**config.mk**
```make
export PLATFORM = sky130hd
export DESIGN_NAME = cpu_regfile
export DESIGN_NICKNAME = d
export VERILOG_FILES = /design/src/rtl/cpu_regfile.sv
export SDC_FILE = /design/constraint.sdc
export NUM_CORES = 1
export LEC_CHECK = 0
export CORE_MARGIN = 3
export CORE_UTILIZATION = 57
export CTS_CLUSTER_SIZE = 20
export DETAILED_ROUTE_END_ITERATION = 8
export PLACE_DENSITY = 0.8
export SETUP_SLACK_MARGIN = 0.4
export SLEW_MARGIN = 20
export SYNTH_ARGS = -nofsm -noshare
export SYNTH_HDL_FRONTEND = slang
export SYNTH_SLANG_ARGS = --single-unit
```
**constraint.sdc**
```tcl
create_clock -name clk -period 3 [get_ports clk]
set_input_delay 0.75 -clock clk [delete_from_list [all_inputs] [get_ports clk]]
set_output_delay 0.75 -clock clk [all_outputs]
set_load 0.01 [all_outputs]
```
**src/rtl/cpu_regfile.sv**
```systemverilog
// cpu_regfile: 2R1W register file with a hard-wired zero register and same-cycle write-to-read forwarding.
module cpu_regfile #(
    parameter int DATA_W = 8,
    parameter int ADDR_W = 3,
    parameter bit ZERO_REG = 1'b1,
    parameter bit BYPASS = 1'b1
) (
    input  logic              clk,
    input  logic              rst_n,
    input  logic              we,
    input  logic [ADDR_W-1:0] waddr,
    input  logic [DATA_W-1:0] wdata,
    input  logic [ADDR_W-1:0] raddr_a,
    input  logic [ADDR_W-1:0] raddr_b,
    output logic [DATA_W-1:0] rdata_a,
    output logic [DATA_W-1:0] rdata_b,
    output logic              wr_ack
);
    logic [DATA_W-1:0] regs [2**ADDR_W];
    logic              commit;
    logic              fwd_a, fwd_b;
    assign commit = we && !(ZERO_REG && waddr == '0);
    always_ff @(posedge clk or negedge rst_n) begin
        if (!rst_n) begin
            for (int i = 0; i < 2**ADDR_W; i++) regs[i] <= '0;
            wr_ack <= 1'b0;
        end else begin
            wr_ack <= commit;
            if (commit) regs[waddr] <= wdata;
        end
    end
    // Forwarding is gated by rst_n so reads stay zero while the array is held cleared.
    assign fwd_a = BYPASS && we && rst_n && raddr_a == waddr;
    assign fwd_b = BYPASS && we && rst_n && raddr_b == waddr;
    always_comb begin
        rdata_a = (ZERO_REG && raddr_a == '0) ? '0 : fwd_a ? wdata : regs[raddr_a];
        rdata_b = (ZERO_REG && raddr_b == '0) ? '0 : fwd_b ? wdata : regs[raddr_b];
    end
endmodule

```
==> impl_results.md <==
- Tightest hold margin: between 0.3 and 0.4 ns
- VDD IR-drop max: ~420 µV
- Antenna violations before repair: 0
- Post-Synthesis Mean Instance Area: roughly 15 µm²
- Count of pins over their slew limit: 0
- Die Span X: about 86 µm
- I/O pin cnt: 37
- Grt met1 use: a little over a third
- Final min period: 2.95 ns
- Area added between synthesis and finish: 35.0%
- Ys async rst share: 100%
- Setup crit end kind: output port
- Layout Nets: approximately 330
- Max-capacitance violation count: 0
- Share of power burned in combinational logic: a little under a third
- Slew at the pin closest to its max-slew limit: slightly above 0.8 ns
- DRC errors left: 0
- Flop pwr share: approximately two fifths
- Total number of vias: about 2500
- Total CTS buffers: 9
- Switching fraction of total power: between 20% and 30%
- Syn_nets: roughly 270
- Diodes inserted: 0
- Effective utilization at floorplan: between 60% and 70%
- Gr usage total: 28.5%
- Placement row count: 28
- Post-synthesis sequential area ratio: around 45%
- Internal Power: 2000 µW
- Post-route setup TNS: 0 ns
- H-tree lvl count: 3
- Sum of net half-perimeters after detailed placement: around 5900 µm
- Final Hold Violating Endpoints: 0
- Fraction of final layout cells sized beyond drive strength 1: around 70%
- Core region area: approximately 0.0061 mm²
- Most frequent cells after synthesis: sky130_fd_sc_hd__dfrtp_1 (65), sky130_fd_sc_hd__mux2_2 (56), sky130_fd_sc_hd__mux4_2 (32), sky130_fd_sc_hd__mux2i_1 (16), sky130_fd_sc_hd__nor2_1 (16)
- DRT iter0 DRCs: 132
- WL/cell: between 20 and 25 µm
- Setup skew after layout: 0 ns
- Cells after synthesis: between 200 and 250
- Via count of the first global-routing pass: between 2000 and 3000
- Type of the worst setup path: in -> out
- Cell at the root of the clock tree: sky130_fd_sc_hd__clkbuf_8
- Cell area after layout: between 0.004 and 0.005 mm²
- Count of state elements after synthesis: 65
- Pin count of the biggest net entering global routing: 66
- Post-cts hold buffer count: 0
- Leakage power: 0.00204 µW
- Die Footprint: 0.00739 mm²
- Clock Path Buffers: 2
- Dominant synthesized flop cell: sky130_fd_sc_hd__dfrtp_1
- Area share of the largest cell type after synthesis: 44.6%
- Portion of the clock cycle consumed by the worst path in the final layout: between 90% and 100%
- Timing-limited maximum frequency: approximately 0.34 GHz
- Power Density: 569 mW/mm²
- Result of the run: completed
- Final wirelength: slightly above 9000 µm
- Count of buffers inserted at the top-level ports: 36
- Data arrival at the endpoint of the critical path: between 2 and 2.5 ns
- Final setup viols: 0
- Clock-pin transition on the worst setup and hold timing paths: ~0.070 ns
- Clk Latency, worst-skew pair: around 0.34 ns
- Met3 Use GR: ~7.1%
- PnR Total Power: between 2000 and 3000 µW
- Worst slew margin relative to its limit: 45.3%
- Final RePlAce weighted congestion: approximately 0.76
- Setup repair after global routing missed its margin: true
- Syn. warnings: 0
- Data required time at the worst endpoint: around 2.3 ns
- Number of sinks handled by clock tree synthesis: 65
- Dominant cell by count in the synthesized netlist: sky130_fd_sc_hd__dfrtp_1
- Type of the tightest min-delay check: reg -> reg
- Post-DRT Antenna Nets: 0
- Global-route wire length before repair: between 15000 and 20000 µm
- CTS tree: built
- Library cells used by synthesis: 20
- M2 GR Usage: a little under half
- DIE HEIGHT: 86.0 µm
- Critical path peak fanout: 6
- Total congestion overflow after global routing: 0
- GRT busiest layer: met2
- Post-synthesis cell type with the largest combined area: sky130_fd_sc_hd__dfrtp_1
- Count of flip-flops with a built-in enable after synthesis: 0
- Post-synth design cell area: 0.00365 mm²
- CP Launch Type: input port
- Routed via count divided by cell count: between 6 and 7
- Clock group share of total power: between 20 and 30%
- Switching Power: 802 µW
- Top cells by area, synth: sky130_fd_sc_hd__dfrtp_1 (45%), sky130_fd_sc_hd__mux4_2 (20%), sky130_fd_sc_hd__mux2_2 (17%)
- Area post-placement: approximately 0.0045 mm²
- Drt pass-1 iters: 4
-- repair_timing --
action / in CTS / in global routing
resized for setup: 159 / 5
setup buffers: 5 / 0
cloned: 3 / 0
endpoints found under the hold margin: 0 / 0
pin swaps: 11 / 3
setup endpoints to repair: 16 / 16
-- cell families (layout without fill, tap and decap cells) --
family	after synthesis	after routing	share of synthesized area, %
flops	65	65	44.6
buf+inv	28	98	4.46
mux	104	104	41.4
simple gates	29	29	4.25
xor+xnor	6	6	1.44
compound gates	17	17	3.81
-- routing by layer --
metal	vias to the layer above	part of all wire, %
met1	1306	40
met2	83	52
met5	-	0
met4	0	2.5
met3	20	5.0
li1	1083	-
-- path summary, 6_finish.rpt --
| check | from | endpoint | slack [ns] | cells after the start |
|---|---|---|---|---|
| max in group asynchronous | rst_n | regs[62] | 1.81 | 2 |
| max reg2reg | regs[24] | regs[24] | 2.19 | 1 |
| min reg2reg | regs[62] | regs[62] | 0.40 | 0 |
| min in group asynchronous | rst_n | regs[50] | 0.65 | 2 |
| max | waddr[1] | rdata_b[3] | 0.05 | 6 |
| min | regs[62] | regs[62] | 0.40 | 0 |
-- cell usage in the layout, fill, tap and decap left out, types with 2 or more instances in the layout --
cell,count
sky130_fd_sc_hd__xor2_1,5
sky130_fd_sc_hd__buf_2,19
sky130_fd_sc_hd__buf_4,34
sky130_fd_sc_hd__nor2_2,7
sky130_fd_sc_hd__a211oi_4,14
sky130_fd_sc_hd__a211oi_2,2
sky130_fd_sc_hd__mux2i_1,10
sky130_fd_sc_hd__mux4_2,32
sky130_fd_sc_hd__buf_6,6
sky130_fd_sc_hd__buf_8,3
sky130_fd_sc_hd__mux2_2,56
sky130_fd_sc_hd__mux2i_2,5
sky130_fd_sc_hd__buf_12,7
sky130_fd_sc_hd__or4_4,2
sky130_fd_sc_hd__clkbuf_8,11
sky130_fd_sc_hd__nor2_4,9
sky130_fd_sc_hd__clkdlybuf4s50_1,9
sky130_fd_sc_hd__nand4b_1,3
sky130_fd_sc_hd__buf_16,2
sky130_fd_sc_hd__nor4bb_2,2
sky130_fd_sc_hd__nor3_2,2
sky130_fd_sc_hd__dfrtp_1,65
sky130_fd_sc_hd__clkinvlp_4,2
-- critical path, stage by stage --
cell	delay, ns
sky130_fd_sc_hd__buf_6	0.11
sky130_fd_sc_hd__xor2_1	0.16
sky130_fd_sc_hd__or4_4	0.61
sky130_fd_sc_hd__buf_12	0.19
sky130_fd_sc_hd__a211oi_4	0.22
sky130_fd_sc_hd__buf_2	0.17
-- power by group through the flow --
stage / Combinational, µW / Sequential, µW / Clock (µW)
after floorplan: 587 / 1130 / 0
after global placement: 828 / 1160 / 0
after detailed placement: 846 / 1180 / 0
after CTS: 839 / 1160 / 796
after global routing: 907 / 1190 / 839
final: 846 / 1170 / 784
-- sequential cells by signal, summed over array words and instances (netlist names) --
signal and flops:
regs 64, wr_ack 1
-- per-stage QoR --
stage,util (%),std cells,setup slack (ns)
floorplan,-,249,0.174
global placement,74.1,370,-0.724
detailed placement,74.1,370,-0.807
CTS,80.9,394,0.0339
global route,81.2,394,0.0234
finish,81.2,394,0.0461
-- cell type report --
type / instances / area [µm²]
Clock buffer: 11 / 151
Clock inverter: 5 / 62.6
Fill cell: 326 / 1140
Multi-Input combinational cell: 156 / 2200
Sequential cell: 65 / 1630
Tap cell: 75 / 93.8
Timing Repair Buffer: 82 / 792
No activity file was read; power rests on OpenSTA's default activity.
